File: src/rtl/cone_eval_sequencer.sv
// rtl/cone_eval_sequencer.sv - round-robin sequencer sharing one combinational cone among requesters
// Holds the cone inputs in a register for SETTLE cycles, samples the output and returns it tagged.
module cone_eval_sequencer #(
    parameter int NREQ   = 4,
    parameter int IN_W   = 14,
    parameter int SETTLE = 2,
    localparam int ID_W  = (NREQ > 1) ? $clog2(NREQ) : 1
) (
    input  logic                 clk,
    input  logic                 rst_n,
    input  logic [NREQ-1:0]      req_valid,
    input  logic [NREQ*IN_W-1:0] req_vec,
    output logic [NREQ-1:0]      req_ready,
    output logic [IN_W-1:0]      cone_in,
    input  logic                 cone_out,
    output logic                 rsp_valid,
    output logic [ID_W-1:0]      rsp_id,
    output logic                 rsp_data,
    input  logic                 rsp_ready,
    output logic                 busy
);

    typedef enum logic [1:0] {
        IDLE,
        SETTLE_WAIT,
        RESP
    } state_t;

    state_t            state;
    state_t            state_next;
    logic [ID_W-1:0]   rr_ptr;
    logic [ID_W-1:0]   cur_id;
    logic [ID_W-1:0]   winner;
    logic [ID_W-1:0]   rr_ptr_next;
    logic              found;
    logic [IN_W-1:0]   sel_vec;
    logic [3:0]        cnt;

    // Two passes: first the requesters at or above rr_ptr, then wrap to the lowest set bit.
    always_comb begin : arbitrate
        found  = 1'b0;
        winner = '0;
        for (int i = 0; i < NREQ; i++) begin
            if (!found && req_valid[i] && (ID_W'(i) >= rr_ptr)) begin
                found  = 1'b1;
                winner = ID_W'(i);
            end
        end
        for (int i = 0; i < NREQ; i++) begin
            if (!found && req_valid[i]) begin
                found  = 1'b1;
                winner = ID_W'(i);
            end
        end
    end

    always_comb begin : select_vec
        sel_vec = '0;
        for (int i = 0; i < NREQ; i++) begin
            if (winner == ID_W'(i)) begin
                sel_vec = req_vec[i*IN_W +: IN_W];
            end
        end
    end

    assign rr_ptr_next = (winner == ID_W'(NREQ - 1)) ? '0 : winner + 1'b1;

    always_ff @(posedge clk or negedge rst_n) begin
        if (!rst_n) begin
            state <= IDLE;
        end else begin
            state <= state_next;
        end
    end

    // Grant is gated by rst_n so no accept strobe appears while reset is held.
    always_comb begin : fsm_next
        state_next = state;
        req_ready  = '0;
        busy       = (state != IDLE);
        case (state)
            IDLE: begin
                if (found) begin
                    req_ready  = rst_n ? (NREQ'(1) << winner) : '0;
                    state_next = SETTLE_WAIT;
                end
            end
            SETTLE_WAIT: begin
                if (cnt == 4'd0) begin
                    state_next = RESP;
                end
            end
            RESP: begin
                if (rsp_ready) begin
                    state_next = IDLE;
                end
            end
            default: state_next = IDLE;
        endcase
    end

    always_ff @(posedge clk or negedge rst_n) begin
        if (!rst_n) begin
            cone_in   <= '0;
            cur_id    <= '0;
            rr_ptr    <= '0;
            cnt       <= '0;
            rsp_valid <= 1'b0;
            rsp_id    <= '0;
            rsp_data  <= 1'b0;
        end else begin
            case (state)
                IDLE: begin
                    if (found) begin
                        cone_in <= sel_vec;
                        cur_id  <= winner;
                        rr_ptr  <= rr_ptr_next;
                        cnt     <= 4'(SETTLE - 1);
                    end
                end
                SETTLE_WAIT: begin
                    if (cnt == 4'd0) begin
                        rsp_data  <= cone_out;
                        rsp_id    <= cur_id;
                        rsp_valid <= 1'b1;
                    end else begin
                        cnt <= cnt - 4'd1;
                    end
                end
                RESP: begin
                    if (rsp_ready) begin
                        rsp_valid <= 1'b0;
                    end
                end
                default: begin
                    rsp_valid <= 1'b0;
                end
            endcase
        end
    end

endmodule
File: config.mk
export PLATFORM = sky130hd
export DESIGN_NAME = cone_eval_sequencer
export DESIGN_NICKNAME = d
export VERILOG_FILES = /design/src/rtl/cone_eval_sequencer.sv
export SDC_FILE = /design/constraint.sdc
export NUM_CORES = 1
export LEC_CHECK = 0
export CORE_MARGIN = 2
export CORE_UTILIZATION = 44
export CTS_CLUSTER_DIAMETER = 80
export CTS_CLUSTER_SIZE = 16
export DETAILED_ROUTE_END_ITERATION = 12
export GPL_TIMING_DRIVEN = 0
export PLACE_DENSITY = 0.86
export SKIP_LAST_GASP = 1
export SYNTH_ARGS = -nofsm -noshare
export SYNTH_HDL_FRONTEND = slang
export SYNTH_SLANG_ARGS = --single-unit
File: constraint.sdc
create_clock -name clk -period 5.77 [get_ports clk]
set_input_delay 1.4425 -clock clk [delete_from_list [all_inputs] [get_ports clk]]
set_output_delay 1.4425 -clock clk [all_outputs]
set_load 0.005 [all_outputs]
Yosys cells after proc, flatten, opt, wreduce, memory -nomap -nowiden --
Cells that the tools add are included.
Word-level totals: flip-flop bits (word level) 28, input bits 64, logic and storage cells 86
Cells by class: $add $sub $neg 2, order comparisons 4, eq/ne operators 9, shift operators 1, mux-type cells 33, bitwise operators 1, reductions and logical operators 28
Operators with widths (number):
- $mux W14 | 4
- $mux W2 | 10
- $mux W4 | 5
- $logic_and A1 B1 Y1 | 11
- $mux W1 | 11
- $reduce_and A3 Y1 | 3
- $ne A2 B2 Y1 const B | 4
- $pmux W4 S2 | 1
- $logic_not A1 Y1 | 7
- $eq A2 B2 Y1 const B | 3
- $pmux W2 S3 | 1
- $eq A2 B1 Y1 const B | 2
- $ge A1 B2 Y1 const A | 2
- $ge A2 B2 Y1 const A | 2
- $logic_not A2 Y1 | 2
- $logic_not A4 Y1 | 1
- $reduce_and A2 Y1 | 2
- $reduce_bool A2 Y1 | 2
- $shl A1 B2 Y4 const A | 1
- $sub A4 B1 Y4 const B | 1
- $pmux W1 S3 | 1
- $add A2 B1 Y2 const B | 1
- $not A1 Y1 | 1

Depth between registers and ports, before layout --
depth in word-level cells 32, mapped depth 9, gate-level depth less buffers 7

Worst setup path before layout --
OpenSTA, ideal clock, no wires.
path type input to output, from input req_valid[0], to output req_ready[2], arrival 3008 ps, slack 1320 ps, cell stages on the path 6, path through nor3b_1 -> or3_1 -> ha_1 -> clkbuf_1 -> clkbuf_1 -> and3_1
Between the ends: word-level cells in the longest chain between the ends 30, elaborated cells between the ends (all ways) 37, classes of those cells shift: 1; mux: 18; reduce/logical: 18
RTL lines:
- start: declaration | RTL line 11 | input logic [NREQ-1:0] req_valid,
- $logic_and A1 B1 Y1 | RTL line 44 | if (!found && req_valid[i] && (ID_W'(i) >= rr_ptr)) begin
- $mux W1 | RTL line 44
- $logic_not A1 Y1 | RTL line 44
- $logic_and A1 B1 Y1 (2 in a row) | RTL line 44
- $mux W1 | RTL line 44
- $logic_not A1 Y1 | RTL line 44
- $logic_and A1 B1 Y1 (2 in a row) | RTL line 44
- $mux W1 | RTL line 44
- (+12 left out)
- $mux W1 | RTL line 50 | if (!found && req_valid[i]) begin
- $logic_not A1 Y1 | RTL line 50
- $logic_and A1 B1 Y1 | RTL line 50
- $mux W2 | RTL line 50
- $shl A1 B2 Y4 | RTL line 84 | req_ready = rst_n ? (NREQ'(1) << winner) : '0;
- $mux W4 | RTL line 84
- $mux W4 (*) | RTL line 83 | if (found) begin
- $mux W4 (*) | RTL line 81 | case (state)
- end: declaration | RTL line 13 | output logic [NREQ-1:0] req_ready,
Mark *: on every way between the ends. The rest lies on a longest branch, timed or not.

Final worst setup path --
from input req_valid[3], to output req_ready[3]
Between the ends: word-level cells in the longest chain between the ends 19, elaborated cells between the ends (all ways) 24, classes of those cells shift: 1; mux: 13; reduce/logical: 10
RTL lines:
- $logic_and A1 B1 Y1 (2 in a row) | RTL line 44
- $mux W1 | RTL line 44
- $logic_not A1 Y1 | RTL line 50
- $logic_and A1 B1 Y1 | RTL line 50
- $mux W1 | RTL line 50
- $logic_not A1 Y1 | RTL line 50
- $logic_and A1 B1 Y1 | RTL line 50
- $mux W1 | RTL line 50
- (+3 left out)
- $logic_not A1 Y1 | RTL line 50
- $logic_and A1 B1 Y1 | RTL line 50
- $mux W2 (*) | RTL line 50
- named net winner[1] | RTL line 33 | logic [ID_W-1:0] winner;
- $shl A1 B2 Y4 (*) | RTL line 84
- $mux W4 (*) | RTL line 84
- $mux W4 (*) | RTL line 83
- $mux W4 (*) | RTL line 81
The timed path passes the listed nets; every way through them passes the cells marked *.

==> run summary <==
CTS Sinks - 28
Slew @ Worst Pin - 0.6607 ns
I/O pin cnt - 87
Core area - 3971 µm²
Synth area leaders - dfrtp_1, a21oi_1, a221o_1
Commonest cells in the netlist - a21oi_1, dfrtp_1, inv_1, nand2_1, a31oi_1
Most common cell on crit path - clkdlybuf4s50_1
Worst EP required - 4.33 ns
Max-slew violations - 0
Routed vias/inst - 5.642
Grt ovf - 0
Worst Path Max Fanout - 10
Capture point of the worst reg-to-reg path - cone_in[1]$_DFFE_PN0P_
CTS Root Cell - clkbuf_8
Comb pwr share - 0.597
Largest net degree at the start of global routing - 33
IO buf count - 86
Worst Path Arrival - 4.16 ns
Clk_lat worst skew - 0.29 ns
# Post-CTS Setup Buffers - 0
Slowest CP cell - clkdlybuf4s50_1
Fin. Hold Viols - 0
Routed WL per cell - 15.55 µm
P&R area growth vs syn - 53.86%
Slew HR - 0.5595
WL final - 5350 µm
Period utilisation layout - 0.9709
Sequential fraction of the synthesis area - 0.3862
Clock skew - 0.009158 ns
Vias in the first global route - 1,813
DR vias - 1,941
Pwr per Cell Area - 439.2 nW/µm²
Pre-CTS setup slack - -0.1626 ns
Pre-Repair DR Iteration Count - 4
Antenna diodes - 0
Yosys reg bits - 28
Crit Path Class - in2out
Site Rows - 23
Fin worst setup slack - 0.1678 ns
Gr usage total - 0.2349
Hpwl dp - 4125 µm
Worst path max stage delay - 0.56 ns
Htree depth - 1
Fill cell count - 325
Max Freq - 0.1785 GHz
Max Cap Viol - 0
Top-count cell post-synth - a21oi_1
Layout cells sized above 1 - 0.07483
Final Wtd Congestion - 0.8890
First-pass GRT wire length - 8390 µm
Clk pwr share - 0.102
Cell Int Power - 0.7380 mW
Nets - 364
Cell taking the most area after synthesis - dfrtp_1
CP startpoint kind - primary input
Final setup fails - 0
Status - completed
Post-synthesis cell type count - 33
Hold-fix buffers at CTS - 0
Initial antenna violation count - 0
Asr flop ratio synth - 1.000
Die Wd - 68.21 µm
Seq pwr share - 0.301
Leak - 1.143 nW
Hold Crit Start - cnt[3]$_DFFE_PN0P_
DRC - 0
Post-synth top area share - 0.3862
Worst r2r path cells - 8
CTS Buf Count - 3
Reg2reg start - rr_ptr[1]$_DFFE_PN0P_
CTS tree - built
Syn nets - 274
Util after Layout - 0.7029
CP Capture Type - output pin
Worst min path class - reg2reg
Mapped Area - 1814 µm²
Worst R2R Setup Slack - 3.11 ns
CTS clk-pin slew, worst paths - 0.09 ns
CTS Buffer Depth - 2
WHS Endpoint - cnt[3]$_DFFE_PN0P_
Starting Density - 0.4568
Die ar. - 4653 µm²
Switching Share - 0.3981
Top_reg_cell synth - dfrtp_1
Tmin final - 5.602 ns
Sw power - 0.4882 mW
Syn Area/Cell - 8.850 µm²
RSZ-0062 raised after global routing - true
Die Height - 68.21 µm
Worst VDD drop - 0.0001895 V
Number of synthesized flops with an enable pin - 0
Cells after synthesis - 205
Final ANT Viol Nets - 0
Yosys synthesis warning count - 0
Worst path cell trace - clkdlybuf4s50_1 > nand2b_1 > a21boi_0 > nor3_1 > ha_1 > clkbuf_1 > clkbuf_2 > and3_1 > clkdlybuf4s50_1
DR iter-0 viols - 85
Hold Path Depth - 1
## routing by layer
metal | share of wire | wire (µm) | up-vias | GRT usage
met4 | 0.018 | 95 | 0 | 0.08250
met2 | 0.51 | 2726 | 73 | 0.3932
met5 | 0 | 0 | - | 0
li1 | - | - | 944 | -
met3 | 0.058 | 311 | 9 | 0.01151
met1 | 0.41 | 2217 | 915 | 0.3224
## repair_timing
action	4_1_cts	5_1_grt
setup endpoints to repair	1	2
gates cloned	0	0
hold endpoints to repair	0	0
gates resized for setup	2	3
## worst max-delay path: cells and delay by family
kind | cells | cell delay [ns]
buffers and inverters | 4 | 1.71
AOI/OAI and AO/OA | 1 | 0.15
and+or+nand+nor | 3 | 0.62
adders and majority gates | 1 | 0.23
## state kept, by name, summed over array words and instances (netlist names)
| register | flops |
|---|---|
| cnt | 4 |
| cone_in | 14 |
| cur_id | 2 |
| rr_ptr | 2 |
| rsp_data | 1 |
| rsp_id | 2 |
| rsp_valid | 1 |
| state | 2 |
## stage by stage
| stage | cell area (µm²) | power [mW] | instances | setup TNS (ns) | hold WS, ns |
|---|---|---|---|---|---|
| final | 2791 | 1.226 | 344 | 0 | 0.4995 |
| after global routing | 2791 | 1.317 | 344 | -0.1280 | 0.5076 |
| after CTS | 2799 | 1.225 | 345 | 0 | 0.4944 |
| after detailed placement | 2738 | 1.095 | 341 | -0.1626 | 0.4821 |
| after global placement | 2738 | 1.071 | 341 | -0.1375 | 0.4803 |
| after floorplan | 1814 | 0.7881 | 205 | 0 | 0.4567 |
## cell families (layout without fill, tap and decap cells)
family / Yosys count / after routing / share of synthesized area
AND/OR/NAND/NOR: 57 / 57 / 0.1910
flip-flops: 28 / 28 / 0.3862
buffers and inverters: 32 / 121 / 0.07379
adder cells (fa/ha/maj): 5 / 5 / 0.03448
multiplexers: 5 / 5 / 0.02965
AO/OA/AOI/OAI: 78 / 78 / 0.2848
## layout make-up
class / instances / area (µm²) / share of cell area
Buffer: 14 / 68.82 / 0.02465
Clock buffer: 4 / 55.05 / 0.01972
Inverter: 17 / 63.81 / 0.02286
Multi-Input combinational cell: 145 / 984.7 / 0.3528
Sequential cell: 28 / 700.7 / 0.2510
Tap cell: 50 / 62.56 / 0.02241
Timing Repair Buffer: 86 / 855.8 / 0.3066
## power groups by stage
stage               registers (mW)  clock network, mW  logic (mW)
floorplan                    0.364                  0       0.424
global placement             0.364                  0       0.706
detailed placement           0.369                  0       0.726
CTS                          0.367              0.126       0.732
global route                 0.380              0.132       0.806
finish                       0.369              0.126       0.732
## layout by cell type (no fill, tap or decap), types with 3 or more instances in the layout
cell	netlist	final
a21oi_1	32	32
a221o_1	14	14
a31oi_1	15	15
and3_1	4	4
buf_2	5	6
clkbuf_1	9	6
clkbuf_8	0	4
clkdlybuf4s50_1	0	85
dfrtp_1	28	28
ha_1	5	5
inv_1	17	17
mux2_2	3	3
nand2_1	16	16
nand2b_1	5	5
nand3_1	3	3
nand3b_1	14	14
nor3_1	3	3
o21ai_0	8	8
## worst max-delay path by stage
stage / start / to / cells past startpoint
after floorplan: req_valid[0] / req_ready[2] / 6
after global placement: req_valid[0] / req_ready[2] / 8
after detailed placement: req_valid[0] / req_ready[2] / 8
after CTS: req_valid[3] / req_ready[3] / 9
after global routing: req_valid[3] / req_ready[3] / 9
final: req_valid[3] / req_ready[3] / 9
No activity file was read; power rests on OpenSTA's default activity.
==> RTL change 1, RTL diff (same flow settings) <==
Re-encode `state_t` (3 states) as one-hot, 3 bits wide.
--- a/src/rtl/cone_eval_sequencer.sv
+++ b/src/rtl/cone_eval_sequencer.sv
@@ -20,10 +20,10 @@
     output logic                 busy
 );
 
-    typedef enum logic [1:0] {
-        IDLE,
-        SETTLE_WAIT,
-        RESP
+    typedef enum logic [2:0] {
+        IDLE        = 3'b001,
+        SETTLE_WAIT = 3'b010,
+        RESP        = 3'b100
     } state_t;
 
     state_t            state;
Function: same outputs for any inputs over 10 cycles, from zero or initial values and one cycle with rst_n low; not proved beyond that.
==> RTL change 1 against the unedited design <==
Sequential share of layout area fell by 0.21 points; routed wire length up 6.1%; synthesized cell count is 3.9% higher; cell area is 4.6% higher; synthesized area grew 3.6%; count of clock-buffer cells in the layout up 3; via count increased by 3.6%; final cell count is 3.2% higher; sequential cell count rose by 1; setup slack worse by 0.033 ns; total power grew 6.9%; critical endpoint unchanged; largest cell class unchanged; largest power group unchanged.
==> RTL change 1: results <==
metrics = {
    "place": {
        "post-place-ws_ns": -0.2391,
        "dpl.cell_count": 350,
        "post_dp_cell_area_mm2": 0.002830,
        "place_congestion": 0.8162,
    },
    "sta": {
        "fin_hold_ws_ns": 0.5085,
        "tightest_slew_ns": 0.8315,
    },
    "grt": {
        "grt_usage_pct": 23.98,
        "use_met3_pct": 4.651,
        "use_met1_pct": 31.36,
        "grt_pass1_vias": 1949,
        "grtUsageMet2_pct": 39.32,
        "grt_max_degree": 22,
    },
    "yosys": {
        "synth_fa_ha_area_share_pct": 3.329,
        "ys_seq_area_share_pct": 38.68,
        "ys_ff_latch": 29,
        "synth-compound-area-share_pct": 27.30,
        "muxShareOfSynthArea_pct": 3.995,
        "ys_top_cells_by_area": "dfrtp_1 37%, a21oi_1 8.8%, a221o_1 7.5%",
        "synthTopCellsByCount": "33 x a21oi_1, 28 x dfrtp_1, 20 x inv_1",
    },
    "finish": {
        "largestRegisters": "cone_in x14, cnt x4, state x3",
        "drive_gt1_share_pct": 9.836,
        "nClkBuffers": 7,
        "fin_nets": 374,
        "n_fill_cell": 329,
        "nNonClkInverters": 21,
        "clk_share_pct": 2.956,
        "seq_share_pct": 24.89,
    },
    "clocking": {
        "clkTransAtPathRegs_ns": 0.06,
    },
    "drt": {
        "dr.first_iter.drc_count": 155,
        "wl_met1_um": 2444,
        "wl_met2_um": 2763,
    },
    "status": {
        "status": "completed",
    },
    "critical_path": {
        "arrival_ns": 4.19,
        "r2r_end": "cone_in[2]",
        "r2r_cells": 9,
        "cp_max_fo": 11,
    },
}
-- RTL change 1: changes by cell type in the layout (fill, tap and decap cells not counted), moves of 2 or more --
cell / delta
inv_1: +3
a21o_1: -2
clkbuf_8: +2
nand2_1: +2
nand2b_1: -2
nor2_4: -2
-- RTL change 1: power by group --
group,switching [W],leakage (nW),total [W],internal [W]
Sequential,0.0000731,0.345,0.000381,0.000308
Combinational,0.000363,0.796,0.000763,0.000400
Clock,0.0000722,0.0443,0.000167,0.0000943
Total,0.000508,1.19,0.00131,0.000802
-- RTL change 1: worst max path at each step --
| stage | cells after the start | slack [ns] | to | from |
|---|---|---|---|---|
| final | 8 | 0.13 | req_ready[3] | req_valid[3] |
| after global routing | 8 | -0.04 | req_ready[3] | req_valid[3] |
| after CTS | 8 | -0.03 | req_ready[3] | req_valid[3] |
| after global placement | 8 | -0.17 | req_ready[3] | req_valid[3] |
| after detailed placement | 8 | -0.24 | req_ready[3] | req_valid[3] |
| after floorplan | 6 | 1.35 | req_ready[3] | req_valid[3] |
==> RTL change 2, RTL diff (same settings) <==
Without the edit above. Change the parameter `IN_W` from 14 to 18.
--- a/src/rtl/cone_eval_sequencer.sv
+++ b/src/rtl/cone_eval_sequencer.sv
@@ -2,7 +2,7 @@
 // Holds the cone inputs in a register for SETTLE cycles, samples the output and returns it tagged.
 module cone_eval_sequencer #(
     parameter int NREQ   = 4,
-    parameter int IN_W   = 14,
+    parameter int IN_W   = 18,
     parameter int SETTLE = 2,
     localparam int ID_W  = (NREQ > 1) ? $clog2(NREQ) : 1
 ) (
Ports: changed (resized cone_in and req_vec); port bits go from 87 to 107. The function was not compared with the original's and may differ.
==> RTL change 2 against the unedited design <==
Clock power grew 27%; synthesized area grew 16%; total power grew 20%; sequential cell count grew 4; routed wire length grew 24%; cell area grew 18%; die area grew 15%; clock skew shrank 0.0042 ns; setup slack gained 0.047 ns; critical path type unchanged; highest routed layer unchanged.
==> RTL change 2: results <==
metrics = {
    "drt": {
        "post_drt_wl_per_cell_um": 16.14,
        "route.detailed.drc": 0,
        "dr.pass1.iters": 4,
        "wl_met3_um": 277,
        "top_layer_used": "met4",
        "vias_per_cell": 5.670,
        "wl_met1_um": 2927,
        "wl_met2_um": 3331,
        "drt_wl_total_um": 6648,
        "dr.first_iter.drc_count": 151,
    },
    "pwr": {
        "p_leak_nw": 1.365,
        "netSwitchingPower_w": 0.0005910,
        "irDropWorstVdd_v": 0.0002078,
    },
    "place": {
        "place_congestion": 0.7972,
        "dpl.cell_count": 406,
        "hpwlAfterDp_um": 4981,
        "post_dp_cell_area_mm2": 0.003223,
        "io_buffers": 106,
        "post-place-ws_ns": 0.02638,
    },
    "critical_path": {
        "arrival_ns": 4.11,
        "cp_max_fo": 10,
        "critPathMaxStageDelay_ns": 0.58,
    },
    "status": {
        "status": "completed",
    },
    "finish": {
        "largestRegisters": "cone_in x18, cnt x4",
        "fin_nets": 443,
        "syn_to_final_growth_pct": 57.33,
        "drive_gt1_share_pct": 7.542,
        "n_fill_cell": 388,
    },
    "grt": {
        "grt_max_degree": 37,
        "grt_pass1_vias": 2263,
        "grt_pass1_wl_um": 10490,
        "grt_usage_pct": 25.35,
    },
    "yosys": {
        "ys_seq_area_share_pct": 38.14,
        "ys_top_cells_by_area": "dfrtp_1 38%, a21oi_1 9.8%, a221o_1 8.6%",
        "netlist_instances": 246,
        "async_reset_ff_share_pct": 100.0,
        "muxShareOfSynthArea_pct": 2.086,
        "synth-compound-area-share_pct": 29.26,
        "synth_xor_area_share_pct": 0,
        "synth_fa_ha_area_share_pct": 2.980,
        "synthTopCellsByCount": "41 x a21oi_1, 32 x dfrtp_1, 24 x nand2_1",
        "syn-num-nets": 331,
    },
    "clocking": {
        "cts-buffers-inserted": 5,
        "h-tree-depth": 2,
        "post_cts_resize_count": 0,
        "clock_latency_ns": 0.29,
        "clkTransAtPathRegs_ns": 0.06,
    },
    "sta": {
        "tightest_slew_ns": 0.7668,
        "skew_ns": 0.004981,
    },
}
-- RTL change 2: cell count changes after synthesis, sizes merged, moves of 2 or more --
cell and delta:
o21ai -3, dfrtp +4, inv +4, buf +5
nand3b +4, nand2 +8, a221o +4, clkbuf +2
a31oi +4, a21oi +9
-- RTL change 2: area by class of cell --
type	count	area share, %
inverter	21	2.386
multi-input combinational	171	33.98
buffer	21	3.030
clock inverter	1	0.1515
sequential	32	24.24
tap	54	2.045
timing repair buffer	106	31.97
clock buffer	6	2.197
-- RTL change 2: layer usage --
metal | vias up | track usage [%]
met4 | 0 | 9.053
li1 | 1128 | -
met1 | 1119 | 33.94
met3 | 12 | 4.972
met2 | 77 | 40.64
met5 | - | 0
-- RTL change 2: path summary, 6_finish.rpt --
| path | from | endpoint | slack, ns | cells past startpoint |
|---|---|---|---|---|
| worst max-delay path | req_valid[3] | req_ready[2] | 0.21 | 9 |
| worst min-delay path | rsp_valid | rsp_valid | 0.50 | 2 |
| worst max register to register | rr_ptr[0] | cone_in[1] | 3.29 | 9 |
| worst min register to register | rsp_valid | rsp_valid | 0.50 | 2 |
| max in group asynchronous | rst_n | cone_in[17] | 4.05 | 1 |
| min in group asynchronous | rst_n | rsp_id[1] | 1.22 | 1 |
-- RTL change 2: power groups by stage --
stage | clock network (W) | registers [W] | logic (W)
3_5_place_dp | 0 | 0.000420 | 0.000889
3_3_place_gp | 0 | 0.000414 | 0.000866
2_1_floorplan | 0 | 0.000412 | 0.000512
4_1_cts | 0.000163 | 0.000416 | 0.000893
5_1_grt | 0.000172 | 0.000432 | 0.000995
6_report | 0.000160 | 0.000420 | 0.000897
-- RTL change 2: worst max-delay path, delay by kind of cell --
kind / cells / cell delay [ns]
simple gates: 3 / 0.66
compound gates: 1 / 0.14
buf+inv: 4 / 1.66
fa+ha+maj: 1 / 0.20
